<file path="src/rtl/music_key_event_controller_pkg.sv">
// Shared constants and event record for the music-box key front end.
package music_box_pkg;

  localparam logic [4:0]  STATE_IDLE           = 5'd0;
  localparam logic [4:0]  STATE_PLAY_RECORDING = 5'd4;
  localparam logic [31:0] DEFAULT_ENABLE_MASK  = 32'h0000_0011;

  typedef struct packed {
    logic       press;
    logic [4:0] key;
  } key_event_t;

  // Width of a key index; a single key still needs one bit.
  function automatic int key_idx_w(input int num_keys);
    return (num_keys > 1) ? $clog2(num_keys) : 1;
  endfunction

endpackage

</file>
<file path="src/rtl/music_key_event_controller_if.sv">
// Event stream from the key controller to the recording logic (valid/ready).
interface music_key_event_controller_if #(
  parameter int KEY_W = 3
);
  logic             event_valid;
  logic             event_press;
  logic [KEY_W-1:0] event_key;
  logic             event_ready;

  modport master (output event_valid, event_press, event_key, input event_ready);
  modport slave  (input event_valid, event_press, event_key, output event_ready);
endinterface

</file>
<file path="src/rtl/music_key_event_controller_debouncer.sv">
// One key: two-flop synchroniser followed by a stable-count debouncer.
module key_debouncer #(
  parameter int DEBOUNCE_CYCLES = 500000
) (
  input  logic clk,
  input  logic rst,
  input  logic key_n,
  output logic db
);

  localparam int              CNT_W   = $clog2(DEBOUNCE_CYCLES);
  localparam logic [CNT_W-1:0] CNT_MAX = CNT_W'(DEBOUNCE_CYCLES - 1);

  logic             sync1_q, sync2_q;
  logic             db_q, db_d;
  logic [CNT_W-1:0] cnt_q, cnt_d;
  logic             s;

  assign s = ~sync2_q;

  always_comb begin
    // NOTE: every output gets a default first so no path leaves it unassigned (no latch).
    db_d  = db_q;
    cnt_d = cnt_q;
    if (s == db_q) begin
      cnt_d = '0;
    end else if (cnt_q == CNT_MAX) begin
      db_d  = s;
      cnt_d = '0;
    end else begin
      cnt_d = cnt_q + CNT_W'(1);
    end
  end

  // NOTE: non-blocking assignments so every flop samples the pre-edge values.
  always_ff @(posedge clk or posedge rst) begin
    if (rst) begin
      sync1_q <= 1'b1;
      sync2_q <= 1'b1;
      db_q    <= 1'b0;
      cnt_q   <= '0;
    end else begin
      sync1_q <= key_n;
      sync2_q <= sync1_q;
      db_q    <= db_d;
      cnt_q   <= cnt_d;
    end
  end

  assign db = db_q;

endmodule

</file>
<file path="src/rtl/music_key_event_controller.sv">
// Debounced, state-gated music keys plus a press/release event FIFO.
module music_key_event_controller
  import music_box_pkg::*;
#(
  parameter int          NUM_KEYS          = 6,
  parameter int          DEBOUNCE_CYCLES   = 500000,
  parameter int          FIFO_DEPTH        = 8,
  parameter logic [31:0] ENABLE_STATE_MASK = DEFAULT_ENABLE_MASK
) (
  input  logic                  clock_50Mhz,
  input  logic                  reset,
  input  logic [4:0]            currentState,
  input  logic [NUM_KEYS-1:0]   input_MusicKey,
  output logic [NUM_KEYS-1:0]   outputKeyPressed,
  music_key_event_controller_if.master evt,
  output logic [31:0]           debugString
);

  localparam int KEY_W = key_idx_w(NUM_KEYS);
  localparam int PTR_W = (FIFO_DEPTH > 1) ? $clog2(FIFO_DEPTH) : 1;
  localparam int CNT_W = $clog2(FIFO_DEPTH + 1);

  logic [NUM_KEYS-1:0] db;
  logic                en;

  for (genvar g = 0; g < NUM_KEYS; g++) begin : g_key
    key_debouncer #(.DEBOUNCE_CYCLES(DEBOUNCE_CYCLES)) u_deb (
      .clk   (clock_50Mhz),
      .rst   (reset),
      .key_n (input_MusicKey[g]),
      .db    (db[g])
    );
  end

  assign en               = ENABLE_STATE_MASK[currentState];
  assign outputKeyPressed = db & {NUM_KEYS{en}};

  logic [NUM_KEYS-1:0] rep_q, rep_d;
  logic [NUM_KEYS-1:0] mismatch, pick_oh;
  logic [4:0]          pick_key;
  logic                found;

  assign mismatch = outputKeyPressed ^ rep_q;
  assign found    = |mismatch;

  // Scanning downward leaves the lowest mismatched key selected.
  always_comb begin
    pick_oh  = '0;
    pick_key = '0;
    for (int i = NUM_KEYS - 1; i >= 0; i--) begin
      if (mismatch[i]) begin
        pick_oh    = '0;
        pick_oh[i] = 1'b1;
        pick_key   = 5'(i);
      end
    end
  end

  key_event_t           mem_q [FIFO_DEPTH];
  key_event_t           push_evt, head;
  logic [PTR_W-1:0]     wr_ptr_q, wr_ptr_d, rd_ptr_q, rd_ptr_d;
  logic [CNT_W-1:0]     count_q, count_d;
  logic                 full, push, pop;

  assign full           = (count_q == CNT_W'(FIFO_DEPTH));
  assign pop            = evt.event_valid & evt.event_ready;
  assign push           = found & (~full | pop);
  assign push_evt.press = |(outputKeyPressed & pick_oh);
  assign push_evt.key   = pick_key;

  always_comb begin
    rep_d    = rep_q;
    wr_ptr_d = wr_ptr_q;
    rd_ptr_d = rd_ptr_q;
    count_d  = count_q;
    if (push) begin
      rep_d    = (rep_q & ~pick_oh) | (outputKeyPressed & pick_oh);
      wr_ptr_d = (wr_ptr_q == PTR_W'(FIFO_DEPTH - 1)) ? '0 : wr_ptr_q + PTR_W'(1);
    end
    if (pop) begin
      rd_ptr_d = (rd_ptr_q == PTR_W'(FIFO_DEPTH - 1)) ? '0 : rd_ptr_q + PTR_W'(1);
    end
    unique case ({push, pop})
      2'b10:   count_d = count_q + CNT_W'(1);
      2'b01:   count_d = count_q - CNT_W'(1);
      default: count_d = count_q;
    endcase
  end

  always_ff @(posedge clock_50Mhz or posedge reset) begin
    if (reset) begin
      rep_q    <= '0;
      wr_ptr_q <= '0;
      rd_ptr_q <= '0;
      count_q  <= '0;
    end else begin
      rep_q    <= rep_d;
      wr_ptr_q <= wr_ptr_d;
      rd_ptr_q <= rd_ptr_d;
      count_q  <= count_d;
    end
  end

  // NOTE: storage is not reset; stale entries are never visible because outputs are gated by valid.
  always_ff @(posedge clock_50Mhz) begin
    if (push) mem_q[wr_ptr_q] <= push_evt;
  end

  assign head            = mem_q[rd_ptr_q];
  assign evt.event_valid = (count_q != '0);
  assign evt.event_press = evt.event_valid & head.press;
  assign evt.event_key   = evt.event_valid ? head.key[KEY_W-1:0] : '0;

  assign debugString = {8'(count_q), 24'(db)};

endmodule

</file>
<file path="src/flat_wrapper.sv">
// flat-port wrapper written by rule: the top's interface ports become plain ports
module music_key_event_controller_flat import music_box_pkg::*;
#(
  parameter int          NUM_KEYS          = 6,
  parameter int          DEBOUNCE_CYCLES   = 500000,
  parameter int          FIFO_DEPTH        = 8,
  parameter logic [31:0] ENABLE_STATE_MASK = DEFAULT_ENABLE_MASK
)
  (clock_50Mhz, reset, currentState, input_MusicKey, outputKeyPressed, debugString, evt_event_valid, evt_event_press, evt_event_key, evt_event_ready);
  music_key_event_controller_if #(.KEY_W(3)) evt_i ();
  input  logic clock_50Mhz;
  input  logic reset;
  input  logic [4:0] currentState;
  input  logic [NUM_KEYS-1:0] input_MusicKey;
  output logic [NUM_KEYS-1:0] outputKeyPressed;
  output logic [31:0] debugString;
  output wire logic [$bits(evt_i.event_valid)-1:0] evt_event_valid;
  output wire logic [$bits(evt_i.event_press)-1:0] evt_event_press;
  output wire logic [$bits(evt_i.event_key)-1:0] evt_event_key;
  input wire logic [$bits(evt_i.event_ready)-1:0] evt_event_ready;
  assign evt_event_valid = evt_i.event_valid;
  assign evt_event_press = evt_i.event_press;
  assign evt_event_key = evt_i.event_key;
  assign evt_i.event_ready = evt_event_ready;
  music_key_event_controller #(.NUM_KEYS(NUM_KEYS), .DEBOUNCE_CYCLES(DEBOUNCE_CYCLES), .FIFO_DEPTH(FIFO_DEPTH), .ENABLE_STATE_MASK(ENABLE_STATE_MASK)) u_core (.clock_50Mhz(clock_50Mhz), .reset(reset), .currentState(currentState), .input_MusicKey(input_MusicKey), .outputKeyPressed(outputKeyPressed), .evt(evt_i), .debugString(debugString));
endmodule
</file>
<file path="config.mk">
export PLATFORM = sky130hd
export DESIGN_NAME = music_key_event_controller_flat
export DESIGN_NICKNAME = d
export VERILOG_FILES = /design/src/rtl/music_key_event_controller_pkg.sv /design/src/rtl/music_key_event_controller_if.sv /design/src/rtl/music_key_event_controller_debouncer.sv /design/src/rtl/music_key_event_controller.sv /design/src/flat_wrapper.sv
export SDC_FILE = /design/constraint.sdc
export NUM_CORES = 1
export LEC_CHECK = 0
export ABC_AREA = 1
export CAP_MARGIN = 20
export CORE_MARGIN = 2
export CORE_UTILIZATION = 60
export CTS_CLUSTER_DIAMETER = 100
export DETAILED_ROUTE_END_ITERATION = 8
export PLACE_DENSITY = 0.92
export SYNTH_ARGS = -nofsm -noshare
export SYNTH_HDL_FRONTEND = slang
export SYNTH_SLANG_ARGS = --single-unit
</file>
<file path="constraint.sdc">
create_clock -name clock_50Mhz -period 13.3 [get_ports clock_50Mhz]
set_input_delay 3.99 -clock clock_50Mhz [delete_from_list [all_inputs] [get_ports clock_50Mhz]]
set_output_delay 3.99 -clock clock_50Mhz [all_outputs]
set_load 0.02 [all_outputs]
</file>
==> Yosys cells after proc, flatten, opt, wreduce, memory -nomap -nowiden <==
Memory sizes are Yosys's and may differ from the RTL's.
Index checks and enable logic that the tools add are counted.
{ "totals": {"ff_bits": 148, "ramBits": 32, "rom_bits": 32, "output_inout_bits": 43, "wordCells": 122, "mem_count": 2} }
{ "mem_list": {"columns": ["name", "depth", "word_bits", "read_ports", "rd_clocked_by_memory_dff", "write_ports", "line_no", "rtl"], "rows": [
  ["(no name shown)", 32, 1, 1, 0, 0, "music_key_event_controller.sv:35", "assign en = ENABLE_STATE_MASK[currentState];"],
  ["u_core.mem_q", 8, 4, 1, 0, 1, "music_key_event_controller.sv:59", "key_event_t mem_q [FIFO_DEPTH];"]
]} }
{ "classes": {"add_sub_neg": 10, "n_lt_le_gt_ge": 1, "eq_ne": 17, "mux": 31, "bitwise_logic": 23, "n_reduce_logical": 10} }
{ "op_table": {"columns": ["operator", "n"], "rows": [
  ["2-to-1 mux 19 bit", 12],
  ["adder 19 x 1 -> 19 bit, second input constant", 6],
  ["== test 19 bit, second input constant", 6],
  ["2-to-1 mux 6 bit", 6],
  ["2-to-1 mux 3 bit", 9],
  ["AND 6 bit", 3],
  ["NOT 1 bit", 13],
  ["AND reduction 2 bit", 6],
  ["OR reduction 6 bit", 2],
  ["case mux 4 bit (2 select lines)", 1],
  ["adder 3 x 1 -> 3 bit, second input constant", 2],
  ["== test 1 bit", 6],
  ["== test 3 bit, second input constant", 2],
  ["less-than comparator 5 x 6 -> 1 bit, second input constant", 1],
  ["NOT 6 bit", 1],
  ["OR 6 bit", 1],
  ["XOR 6 bit", 1],
  ["adder 4 x 1 -> 4 bit, second input constant", 1],
  ["== test 4 bit, second input constant", 1],
  ["nonzero test 4 bit", 1],
  ["subtractor 4 x 1 -> 4 bit, second input constant", 1],
  ["AND 1 bit", 3],
  ["2-to-1 mux 1 bit", 3],
  ["== test 2 x 1 -> 1 bit, second input constant", 1],
  ["other kinds (3)", 3]
]} }

==> Logic depth before layout (Yosys ltp) <==
Gate-level depths: netlist of the first run.
{ "depth": {"depth_word": 13, "mapped_depth": 21} }

==> Modules after synthesis <==
A second synthesis of the first run with hierarchy kept.
{ "unflattened": {"cells_unflattened": 1193, "area_unflattened_um2": 10113.4} }
{ "by_module_without_submodules": {"columns": ["mod", "instances", "cells_each", "area_per_inst_um2"], "rows": [
  ["key_debouncer", 6, 152, 1242.4],
  ["music_key_event_controller", 1, 281, 2658.8]
]} }

==> Worst setup path before layout of the first run <==
No wires, ideal clock.
{ "synth_timing": {"path_kind": "input to output", "startpoint": "in currentState[1]", "endpoint": "out outputKeyPressed[0]", "arrival_time_ns": 4.677, "required_time_ns": 9.310, "setup_slack_ns": 4.633, "cell_stages": 4, "n_path_buf": 1, "path_cell_list": "nor2_2 > buf_4 > nand2_1 > nor2_1"} }
{ "synth_between": {"elab_chain_len": 3} }
{ "synth_lines": {"columns": ["element", "line_no", "rtl"], "rows": [
  ["from (decl)", "flat_wrapper.sv:13", "input logic [4:0] currentState;"],
  ["memory read (32 x 1 bit)", null, null],
  ["2-to-1 mux 1 bit (not written as such)", "music_key_event_controller.sv:35", null],
  ["AND 6 bit", "music_key_event_controller.sv:36", "assign outputKeyPressed = db & {NUM_KEYS{en}};"],
  ["to (decl)", "flat_wrapper.sv:15", "output logic [NUM_KEYS-1:0] outputKeyPressed;"]
]} }
Every way passes these cells. The select of a mux whose other input is x is not followed.

==> Worst setup path after layout of the first run <==
{ "layout_timing": {"startpoint": "in currentState[4]", "endpoint": "out outputKeyPressed[2]"} }
The elaborated chain is that of the path after synthesis.

==> results of run 1 <==
==> synthesized netlist by cell type (all sizes together) (15+ instances only) <==
cell type / number / area, µm²
a21oi: 55 / 279
nor2: 159 / 717
dfrtp: 136 / 3400
xor2: 25 / 226
nand2: 139 / 567
a211oi: 15 / 113
nor3: 21 / 105
inv: 144 / 543
nand3: 67 / 460
nand4: 29 / 200
edfxtp: 32 / 961
o21ai: 66 / 330
buf: 30 / 229
==> flip-flops by register name, indices dropped and copies added, names as in the netlist, named ones only <==
signal,cells
u_core.rep_q,1
u_core.g_key.u_deb.sync1_q,6
u_core.wr_ptr_q,3
u_core.count_q,4
u_core.g_key.u_deb.cnt_q,114
u_core.g_key.u_deb.db,6
u_core.rd_ptr_q,3
u_core.g_key.u_deb.sync2_q,6
u_core.mem_q,32
==> power by group through the flow <==
| stage | clock network (mW) | registers [mW] | logic (mW) |
|---|---|---|---|
| after floorplan | 0 | 0.623 | 0.170 |
| after global placement | 0 | 0.628 | 0.226 |
| after detailed placement | 0 | 0.631 | 0.236 |
| after CTS | 0.523 | 0.621 | 0.240 |
| after global routing | 0.545 | 0.625 | 0.267 |
| final | 0.516 | 0.621 | 0.240 |
==> cell type report <==
| class | count | area [µm²] | area share (%) |
|---|---|---|---|
| Timing Repair Buffer | 34 | 338 | 3.36 |
| Inverter | 144 | 548 | 5.45 |
| Multi-Input combinational cell | 661 | 3640 | 36.2 |
| Tap cell | 184 | 230 | 2.29 |
| Clock inverter | 7 | 90.1 | 0.896 |
| Sequential cell | 180 | 4680 | 46.5 |
| Clock buffer | 25 | 528 | 5.25 |
==> stage by stage <==
stage / setup WS, ps / area (µm²) / instances / hold WS (ps) / total power [mW]
6_report: 3230 / 10100 / 1235 / 351 / 1.38
5_1_grt: 3110 / 10100 / 1235 / 359 / 1.44
4_1_cts: 3250 / 10100 / 1235 / 353 / 1.38
3_5_place_dp: 3310 / 9440 / 1203 / 348 / 0.867
2_1_floorplan: 4630 / 9110 / 1020 / 345 / 0.793
3_3_place_gp: 3390 / 9440 / 1203 / 346 / 0.855
==> cells by family (layout without fill, tap and decap cells) <==
group,count (synthesis),in the layout,share of synthesized area [%]
adders and majority gates,15,15,2.16
xor gates and xnor gates,38,38,3.77
other,1,22,0.0415
and+or+nand+nor,434,434,24.3
AOI/OAI and AO/OA,152,152,9.17
buffers and inverters,179,210,8.75
DFF,180,180,51.8
==> critical path, delay by kind of cell <==
kind | cells | cell delay, ps
simple gates | 2 | 740
buf+inv | 3 | 1350
==> path summary, 6_finish.rpt <==
kind,startpoint,to,cells past startpoint
hold reg to reg,u_core.g_key[2].u_deb.sync1_q$_DFF_PP1_,u_core.g_key[2].u_deb.sync2_q$_DFF_PP1_,0
max in group asynchronous,reset,u_core.rd_ptr_q[1]$_DFFE_PP0P_,3
setup / recovery,currentState[4],outputKeyPressed[2],5
min in group asynchronous,reset,u_core.g_key[3].u_deb.cnt_q[11]$_DFF_PP0_,2
setup reg to reg,u_core.g_key[0].u_deb.db$_DFFE_PP0P_,u_core.count_q[3]$_DFFE_PP0P_,18
hold / removal,u_core.g_key[2].u_deb.sync1_q$_DFF_PP1_,u_core.g_key[2].u_deb.sync2_q$_DFF_PP1_,0
==> layer usage <==
metal / global-route usage, % / vias up
met3: 5.61 / 23
met2: 42.7 / 203
li1: - / 3325
met5: 0 / -
met1: 29.3 / 3343
met4: 8.27 / 0
==> cells in the final DEF, fill, tap and decap left out, types with 3 or more instances in the layout <==
cell,count
sky130_fd_sc_hd__a211oi_1,15
sky130_fd_sc_hd__a21oi_1,54
sky130_fd_sc_hd__a31oi_1,8
sky130_fd_sc_hd__clkbuf_1,3
sky130_fd_sc_hd__clkbuf_16,19
sky130_fd_sc_hd__clkbuf_8,3
sky130_fd_sc_hd__clkdlybuf4s50_1,33
sky130_fd_sc_hd__clkinv_2,3
sky130_fd_sc_hd__conb_1,22
sky130_fd_sc_hd__dfrtp_1,136
sky130_fd_sc_hd__dfstp_2,12
sky130_fd_sc_hd__edfxtp_1,32
sky130_fd_sc_hd__ha_1,14
sky130_fd_sc_hd__inv_1,140
sky130_fd_sc_hd__nand2_1,127
sky130_fd_sc_hd__nand2_2,9
sky130_fd_sc_hd__nand2_4,3
sky130_fd_sc_hd__nand3_1,45
sky130_fd_sc_hd__nand3_2,20
sky130_fd_sc_hd__nand4_1,26
sky130_fd_sc_hd__nand4_2,3
sky130_fd_sc_hd__nor2_1,131
sky130_fd_sc_hd__nor2_2,18
sky130_fd_sc_hd__nor2_4,10
sky130_fd_sc_hd__nor3_1,21
sky130_fd_sc_hd__nor3b_1,4
sky130_fd_sc_hd__nor4_1,11
sky130_fd_sc_hd__o21ai_0,57
sky130_fd_sc_hd__o21ai_1,9
sky130_fd_sc_hd__o22ai_1,5
sky130_fd_sc_hd__xnor2_1,13
sky130_fd_sc_hd__xor2_1,24
==> results.txt, run 1 <==
The run finished with clean final reports. The via count of the first global-routing pass came out at 6787. Setup repair after global routing left no endpoint under its margin. The average instance in the mapped netlist occupies 9.04 µm². The class of the most critical setup path is input port to primary output.

The count of warnings emitted by yosys is 0. The number of iterations in the first detailed-routing pass is 6. The leakage power figure came out at 4.34 nW. The worst supply voltage drop on vdd came out at 0.126 mV. In this run, synthesis inferred 32 flip-flops with an integrated enable. At the pin with the least slew margin, the transition time is 933 ps. For the finished layout, the period the worst path requires is 10070 ps. The post-CTS setup-driven buffer insertion count is 0. The clock net sink count came out at 180. The starting density of the core is 61.7%. The detailed-routing wirelength on met1 came out at 7710 µm.

The post-route clock skew came out at 7.35 ps. The clock tree from TritonCTS is built. The share of flip-flops with an asynchronous set or reset is 82.2%. The number of fill cells in the layout came out at 1013. The met3 layer wire length in the routed design is 886 µm. The worst-case clock buffer depth is 2.

Derived from the worst setup path, the maximum achievable clock frequency is 99.3 MHz. Setup violations remaining at the end of the flow were counted as 0. Among the stages of the critical path, the cell type that occurs most often is sky130_fd_sc_hd__clkdlybuf4s50_1. The worst path required time came out at 9310 ps. The HPWL after detailed placement is 12400 µm. Max-cap violations in this run came to 0. Summing every instance area after synthesis gives 9030 µm². The internal power summed over all cells is 993 µW. The number of I/O port buffers came out at 33. The met2 wirelength from detailed routing came out at 9670 µm. Global routing used 24.2% of the available tracks. From synthesis to final layout, the design area changed by 11.3%.

The final wirelength came out at 18500 µm. The worst endpoint data arrival time came out at 6080 ps. The number of antenna violations at the first check in global routing is 0.

The number of gates resized after cts is 0. Entering global routing, the biggest net connects 77 pins. The clock buffer count from CTS is 17.

The share of the core filled with cells in the final layout is 68.7%. The clock-pin slew of the registers on the worst-case setup and hold paths came out at 60 ps. The average wire per standard cell came out at 15.0 µm.

The clock network power share came out at 37.5%. The final-report hold violation count is 0. The final max-slew violation count is 0. The height of the die is 127 µm.

The routability congestion estimate is 0.880. The overall overflow remaining after global route came out at 0. Registers are responsible for 45.1% of the overall power. The residual antenna-violating net count after detailed routing came out at 0.

The die covers 16100 µm². The period utilization came out at 75.7%. Dividing total power by cell area gives a power density of 137 nW/µm². The count of antenna diodes in the layout came out at 0. The number of placement rows is 44. In the synthesized netlist, the number of instances is 999. The distinct cell type count of the synthesized netlist is 42. The placeable core area came out at 14600 µm².

The number of register bits inferred by synthesis is 180. The number of hold buffers added after cts is 0. After detailed routing, the number of remaining DRC violations is 0. The proportion of synthesized chip area in sequential cells came out at 51.8%. The maximum fanout encountered on the critical timing path came out at 11. The first routing iteration left 610 violations. STA classifies the critical path startpoint as an input port.

The aggregate negative setup slack came out at 0 ps. Among all stages on the critical path, the largest delay is contributed by sky130_fd_sc_hd__clkdlybuf4s50_1. The share of cells above drive strength 1 came out at 11.1%. The worst register-to-register path has a setup slack of 10670 ps. The delay contributed by the slowest stage of the critical path came out at 690 ps.

The net count of the finished layout is 1067. In this run the top signal layer used is met4. Walking the worst path, the cells encountered are clkdlybuf4s50_1, nor2_2, nand3_1, inv_1, clkdlybuf4s50_1.

STA classifies the critical path endpoint as a primary output. The insertion delay of the later-clocked pin in the worst-skew pair is 430 ps. The class of the tightest hold or removal check is flop to flop. The switching power came out at 385 µW. Among all flip-flop cells after synthesis, the most frequent one is sky130_fd_sc_hd__dfrtp_1.

The share of total power consumed by net switching is 27.9%. The combinational share of power came out at 17.4%. The H-tree level count came out at 4. The routed layout has 6894 vias. The tree is rooted in a sky130_fd_sc_hd__clkbuf_16.

In the routed layout, each cell is associated on average with a via count of 5.58. The relative slew slack came out at 37.8%. The top-level I/O count came out at 57. The first global-routing pass estimated 31100 µm of wire. The chip width came out at 127 µm.
No activity file was read; power rests on OpenSTA's default activity.
==> run 2, diff against run 1 <==
CORE_UTILIZATION = 54   (was 60)
PLACE_DENSITY = 0.88   (was 0.92)
clock period = 8.7 ns   (was 13.3 ns; I/O delays follow)
==> run 2 against run 1 <==
Utilization down 7.0 points. Combinational power grew 53%. Highest routed layer unchanged. Critical path depth unchanged.
==> results.txt, run 2 (synthesis gave the netlist of run 1 again) <==
The minimum setup slack among reg-to-reg paths is 6040 ps (was 10670 ps). The clock network power share is 39.2% (was 37.5%). The flip-flop count of the largest register, all copies and words added is 114 (unchanged). The residual antenna-violating net count after detailed routing is 0 (unchanged). The class of the most critical setup path is input port to primary output (unchanged). The register bank with the most flops is u_core.g_key.u_deb.cnt_q (unchanged). The category of the worst setup path capture point is a primary output (unchanged). CP Cell Sequence: clkdlybuf4s50_1, nor2_2, nand3_1, inv_1, clkdlybuf4s50_1 (unchanged). The class of the tightest hold or removal check is flop to flop (unchanged). The count of antenna diodes in the layout is 0 (unchanged).

The first-pass GRT wire length is 30300 µm (was 31100 µm). The relative slew slack is 44.9% (was 37.8%). The maximum fanout encountered on the critical timing path is 11 (unchanged).

The delay contributed by the slowest stage of the critical path is 660 ps (was 690 ps). The switching power came out at 593 µW (was 385 µW). The max-cap check violation count came to 0 (unchanged).

The leakage power figure is 4.37 nW (was 4.34 nW). Status: finished clean (unchanged). The internal power summed over all cells came out at 1.57 mW (was 993 µW). The number of iterations in the first detailed-routing pass is 5 (was 6). The slowest cell on the critical path is sky130_fd_sc_hd__clkdlybuf4s50_1 (unchanged). The total routing usage reported by global routing is 20.8% (was 24.2%).

The number of fill cells in the layout is 1351 (was 1013). The final wirelength is 17400 µm (was 18500 µm). The insertion delay of the later-clocked pin in the worst-skew pair is 430 ps (about the same).

The number of placement rows came out at 47 (was 44). The power per standard cell area came out at 213 nW/µm² (was 137 nW/µm²). The remaining design rule violation count came out at 0 (unchanged).

The post-CTS setup-driven buffer insertion count came out at 0 (unchanged). Timing would allow up to 138 MHz. The top-level I/O count is 57 (unchanged). The transition time of the tightest slew-check pin came out at 826 ps (was 933 ps).

The final-report hold violation count is 0 (unchanged). The count of nets after finishing came to 1067 (unchanged). The total via count in the routed design is 6831 (was 6894).

The cell with the most instances on the worst path is sky130_fd_sc_hd__clkdlybuf4s50_1 (unchanged). The combinational share of power came out at 16.9% (was 17.4%). The average wire per standard cell is 13.7 µm (was 15.0 µm).

The number of I/O port buffers came out at 33 (unchanged). The number of gates resized after cts was 0 (unchanged). The critical path launch point type is an input port (unchanged). Highest-count cells in the layout ignoring fill and taps: 140 x sky130_fd_sc_hd__inv_1, 136 x sky130_fd_sc_hd__dfrtp_1, 131 x sky130_fd_sc_hd__nor2_1 (unchanged). The final instance area is 10200 µm² (was 10100 µm²). The share of cells above drive strength 1 came out at 11.4% (was 11.1%). The aggregate negative setup slack came to 0 ps (unchanged).

The area growth from synthesis to layout is 12.4% (was 11.3%). The cell chosen for the clock root was sky130_fd_sc_hd__clkbuf_16 (unchanged). The clock tree from TritonCTS is built (unchanged). The gate family responsible for the most delay along the worst path is buffers and inverters (unchanged). The post-route clock skew is 13.4 ps (was 7.35 ps). The share of the core filled with cells in the final layout is 61.7% (was 68.7%). The overall overflow remaining after global route was 0 (unchanged). The starting density of the core came out at 54.9% (was 61.7%).

The number of DRC markers after the initial detailed-route iteration came out at 412 (was 610). The HPWL after detailed placement came out at 12400 µm (about the same). The number of vias per cell after detailed routing is 5.37 (was 5.58).

The most common cell after layout, fill and taps aside is sky130_fd_sc_hd__inv_1 (unchanged). The worst path required time is 6090 ps (was 9310 ps). The final max-slew violation count is 0 (unchanged). The clock net sink count is 180 (unchanged).

The H-tree level count is 4 (unchanged). The fraction of power consumed by sequential logic was 43.9% (was 45.1%). The clock buffer count from CTS is 17 (unchanged).

The number of antenna violations at the first check in global routing was 0 (unchanged). The worst-case clock buffer depth came out at 2 (unchanged). The worst endpoint data arrival time is 4630 ps (was 6080 ps). The area of the die came out at 17800 µm² (was 16100 µm²). The shortest period the worst path allows is 7240 ps. The via count of the first global-routing pass is 6702 (was 6787). The routability congestion estimate came out at 0.883 (was 0.880). The clock-pin slew of the registers on the worst-case setup and hold paths is 60 ps (about the same). The buffering stage count on the worst path with inverters included was 3 (unchanged). The period utilization came out at 83.2%. The height of the die came out at 133 µm (was 127 µm). The placeable core area is 16500 µm² (was 14600 µm²).

The number of hold buffers added after cts was 0 (unchanged). The largest net degree at the start of global routing is 97 (was 77). The chip width is 133 µm (was 127 µm).

Top flop regs: u_core.g_key.u_deb.cnt_q: 114 flops, u_core.mem_q: 32 flops (unchanged). Setup repair after global routing missed its margin: no (unchanged). The number of setup violations in the final report is 0 (unchanged). The worst supply voltage drop on vdd came out at 0.237 mV (was 0.126 mV). The share of total power consumed by net switching came to 27.4% (was 27.9%).

The cell area after placement came to 9480 µm² (was 9440 µm²).
## run 2: cell type report
cell class	instances	area, µm²	share of cell area [%]
Sequential cell	180	4680	46.1
Multi-Input combinational cell	661	3640	35.9
Inverter	144	548	5.40
Clock buffer	21	503	4.95
Timing Repair Buffer	34	338	3.33
Tap cell	220	275	2.71
Clock inverter	11	169	1.66
## run 2: power groups by stage
stage          clock network (mW)  logic [mW]  registers (mW)
3_3_place_gp                    0       0.349           0.962
6_report                    0.847       0.366           0.950
5_1_grt                     0.896       0.414           0.955
2_1_floorplan                   0       0.260           0.953
3_5_place_dp                    0       0.367           0.965
4_1_cts                     0.860       0.369           0.949
## run 2: metrics by stage
step                power (mW)  hold slack [ps]  cells  setup slack (ps)
floorplan                 1.21              345   1020              2130
global placement          1.31              347   1239              1550
detailed placement        1.33              349   1239              1470
CTS                       2.18              358   1271              1470
global route              2.27              362   1271              1380
finish                    2.16              355   1271              1460
## run 2: per-layer routing
| layer | GRT usage, % | wire (µm) | vias up |
|---|---|---|---|
| met5 | 0 | 0 | - |
| met4 | 6.09 | 228 | 0 |
| met3 | 5.25 | 872 | 25 |
| met2 | 35.2 | 8610 | 189 |
| met1 | 26.6 | 7740 | 3294 |
| li1 | - | - | 3323 |
## run 2: path summary, 6_finish.rpt
| kind | start | to | cells past startpoint |
|---|---|---|---|
| hold / removal | u_core.g_key[0].u_deb.sync1_q$_DFF_PP1_ | u_core.g_key[0].u_deb.sync2_q$_DFF_PP1_ | 0 |
| max in group asynchronous | reset | u_core.rd_ptr_q[1]$_DFFE_PP0P_ | 3 |
| setup / recovery | currentState[4] | outputKeyPressed[2] | 5 |
| min in group asynchronous | reset | u_core.g_key[2].u_deb.cnt_q[6]$_DFF_PP0_ | 2 |
| hold reg to reg | u_core.g_key[0].u_deb.sync1_q$_DFF_PP1_ | u_core.g_key[0].u_deb.sync2_q$_DFF_PP1_ | 0 |
| setup reg to reg | u_core.g_key[0].u_deb.db$_DFFE_PP0P_ | u_core.count_q[3]$_DFFE_PP0P_ | 18 |
==> run 3, diff against run 2 <==
CORE_UTILIZATION = 60   (was 54)
PLACE_DENSITY = 0.92   (was 0.88)
clock period = 7 ns   (was 8.7 ns; I/O delays follow)
==> run 3 against run 2 <==
Clock-buffer cell count up 3. Routed wire length up 3.0%. Critical path depth unchanged. Sequential share of layout area up 0.83 points. Combinational power up 24%. Highest routed layer unchanged.
==> results.txt, run 3 (synthesis gave the netlist of run 1 again) <==
Status: finished clean (unchanged). The smallest setup slack after layout is 806 ps (was 1460 ps). The number of I/O port buffers came out at 33 (unchanged).

The clock net sink count was 180 (unchanged). The final wirelength was 18000 µm (was 17400 µm). The placeable core area is 14600 µm² (was 16500 µm²).

The area taken by flip-flops and latches came out at 4680 µm² (unchanged). The category of the worst setup path capture point is a primary output (unchanged). Setup repair after global routing missed its margin: no (unchanged). CP Cell Sequence: clkdlybuf4s50_1, nor2_2, nand3_1, inv_1, clkdlybuf4s50_1 (unchanged). The total routing usage reported by global routing is 23.8% (was 20.8%). The slowest cell on the critical path was sky130_fd_sc_hd__clkdlybuf4s50_1 (unchanged). The count of nets after finishing is 1067 (unchanged).

The class of the most critical setup path was input port to primary output (unchanged). Highest-count cells in the layout ignoring fill and taps: 140 x sky130_fd_sc_hd__inv_1, 136 x sky130_fd_sc_hd__dfrtp_1, 131 x sky130_fd_sc_hd__nor2_1 (unchanged). The H-tree level count came to 4 (unchanged). The number of antenna violations at the first check in global routing is 0 (unchanged). The insertion delay of the later-clocked pin in the worst-skew pair is 440 ps (was 430 ps).

The number of hold buffers added after cts came out at 0 (unchanged). The number of iterations in the first detailed-routing pass came out at 6 (was 5). The maximum operating frequency came out at 161 MHz.

The average wire per standard cell came to 14.6 µm (was 13.7 µm). The number of gates resized after cts came out at 0 (unchanged). The share of cells above drive strength 1 came to 10.9% (was 11.4%). The chip width was 127 µm (was 133 µm). The cell chosen for the clock root is sky130_fd_sc_hd__clkbuf_16 (unchanged).

The largest net degree at the start of global routing came out at 107 (was 97). The overall overflow remaining after global route is 0 (unchanged). The power per standard cell area came to 252 nW/µm² (was 213 nW/µm²). The class of the tightest hold or removal check was flop to flop (unchanged). The number of vias per cell after detailed routing is 5.57 (was 5.37). The area growth from synthesis to layout was 10.4% (was 12.4%). The number of DRC markers after the initial detailed-route iteration came to 587 (was 412).

The relative slew slack is 40.2% (was 44.9%). After layout, the worst path uses 88.5% of the clock period. The start point of the critical path was currentState[4] (unchanged). The multi-input logic area is 3640 µm² (unchanged). The leakage power figure came out at 4.31 nW (was 4.37 nW). The post-CTS setup-driven buffer insertion count came to 0 (unchanged).

The post-route clock skew is 6.79 ps (was 13.4 ps). The clock buffer count from CTS is 17 (unchanged). The transition time of the tightest slew-check pin is 897 ps (was 826 ps). The first-pass GRT wire length came out at 30700 µm (was 30300 µm). The number of fill cells in the layout came out at 1000 (was 1351). The remaining design rule violation count came out at 0 (unchanged). The final-report hold violation count was 0 (unchanged). The most common cell after layout, fill and taps aside is sky130_fd_sc_hd__inv_1 (unchanged). The worst-case clock buffer depth is 2 (unchanged). The maximum fanout encountered on the critical timing path is 11 (unchanged). The max-cap check violation count was 0 (unchanged). The starting density of the core is 61.7% (was 54.9%). The HPWL after detailed placement was 12300 µm (was 12400 µm). The shortest period the worst path allows came out at 6190 ps. The detailed-routing wirelength on met1 is 7710 µm (was 7740 µm).

The number of placement rows is 44 (was 47). The count of antenna diodes in the layout was 0 (unchanged). The top-level I/O count was 57 (unchanged). The delay contributed by the slowest stage of the critical path came out at 670 ps (was 660 ps). The residual antenna-violating net count after detailed routing came out at 0 (unchanged).

The gate family responsible for the most delay along the worst path is buffers and inverters (unchanged). The flip-flop count of the largest register, all copies and words added came out at 114 (unchanged). The worst-case setup slack after placement came out at 841 ps (was 1470 ps). The worst min-delay path startpoint is u_core.g_key[2].u_deb.sync1_q$_DFF_PP1_ (was u_core.g_key[0].u_deb.sync1_q$_DFF_PP1_). The worst supply voltage drop on vdd is 0.193 mV (was 0.237 mV). The cell area after placement came out at 9440 µm² (was 9480 µm²). The final max-slew violation count was 0 (unchanged). The area of the die is 16100 µm² (was 17800 µm²). The top routing layer in use is met4 (unchanged).

The height of the die is 127 µm (was 133 µm). The total via count in the routed design is 6866 (was 6831). The reg-to-reg critical path startpoint is u_core.g_key[0].u_deb.db$_DFFE_PP0P_ (unchanged). The critical path launch point type was an input port (unchanged). The buffering stage count on the worst path with inverters included is 3 (unchanged).

The worst endpoint data arrival time is 4090 ps (was 4630 ps). The clock tree from TritonCTS is built (unchanged). The met2 wirelength from detailed routing is 9000 µm (was 8610 µm). The cell with the most instances on the worst path is sky130_fd_sc_hd__clkdlybuf4s50_1 (unchanged).

The aggregate negative setup slack is 0 ps (unchanged). The register bank with the most flops is u_core.g_key.u_deb.cnt_q (unchanged). The worst path required time is 4900 ps (was 6090 ps). The number of setup violations in the final report came out at 0 (unchanged). Top flop regs: u_core.g_key.u_deb.cnt_q: 114 flops, u_core.mem_q: 32 flops (unchanged). The routability congestion estimate is 0.878 (was 0.883).

The final instance area is 9970 µm² (was 10200 µm²). The via count of the first global-routing pass is 6841 (was 6702). The clock-pin slew of the registers on the worst-case setup and hold paths is 60 ps (about the same). The met3 layer wire length in the routed design came out at 854 µm (was 872 µm).
[run 3: changes by cell type in the layout (fill, tap and decap cells not counted), sizes merged]
cell / before / now
bufinv: 4 / 1
clkinvlp: 1 / 0
clkinv: 6 / 5
clkbuf: 21 / 24
[run 3: report_power, final]
group | leakage [nW] | internal (mW) | switching, mW
clock network | 0.269 | 0.510 | 0.369
registers | 2.28 | 1.12 | 0.0659
logic | 1.76 | 0.176 | 0.278
total | 4.31 | 1.80 | 0.713
[run 3: metrics by stage]
stage | hold slack (ps) | instances | total power [mW] | utilization (%)
after detailed placement | 347 | 1203 | 1.65 | 64.4
after floorplan | 345 | 1020 | 1.51 | -
after global placement | 345 | 1203 | 1.63 | 64.4
after global routing | 358 | 1233 | 2.63 | 68.1
after CTS | 356 | 1233 | 2.53 | 68.1
final | 354 | 1233 | 2.52 | 68.1
[run 3: area by class of cell]
class | count | area share (%)
clock buffer | 24 | 4.83
clock inverter | 6 | 0.552
inverter | 144 | 5.49
multi-input combinational | 661 | 36.5
sequential | 180 | 46.9
tap | 184 | 2.31
timing repair buffer | 34 | 3.39
[run 3: path summary, 6_finish.rpt]
path	to	slack, ps	cells past startpoint
worst min-delay path	u_core.g_key[2].u_deb.sync2_q$_DFF_PP1_	350	0
worst max-delay path	outputKeyPressed[2]	810	5
min in group asynchronous	u_core.g_key[3].u_deb.cnt_q[3]$_DFF_PP0_	2260	2
max in group asynchronous	u_core.g_key[4].u_deb.sync1_q$_DFF_PP1_	3630	3
worst max register to register	u_core.count_q[3]$_DFFE_PP0P_	4330	18
worst min register to register	u_core.g_key[2].u_deb.sync2_q$_DFF_PP1_	350	0
[run 3: worst reg2reg max path, cell delays in order (launching register included)]
cell and delay [ps]:
sky130_fd_sc_hd__dfrtp_1 420, sky130_fd_sc_hd__inv_1 70, sky130_fd_sc_hd__nor2_1 200, sky130_fd_sc_hd__ha_1 280, sky130_fd_sc_hd__inv_1 160, sky130_fd_sc_hd__nor2_4 70, sky130_fd_sc_hd__nand2_2 100, sky130_fd_sc_hd__inv_2 60
sky130_fd_sc_hd__nand3_4 90, sky130_fd_sc_hd__inv_1 80, sky130_fd_sc_hd__ha_1 320, sky130_fd_sc_hd__nand2_1 70, sky130_fd_sc_hd__nand2_1 50, sky130_fd_sc_hd__a31oi_1 220, sky130_fd_sc_hd__inv_1 80, sky130_fd_sc_hd__nand2_1 90
sky130_fd_sc_hd__nand3_1 80, sky130_fd_sc_hd__nand2_1 90, sky130_fd_sc_hd__inv_1 40
[run 3: per-layer routing]
metal,vias up,global-route usage (%)
met5,-,0
met4,0,9.63
met3,39,5.53
met2,215,40.7
met1,3278,29.3
li1,3334,-
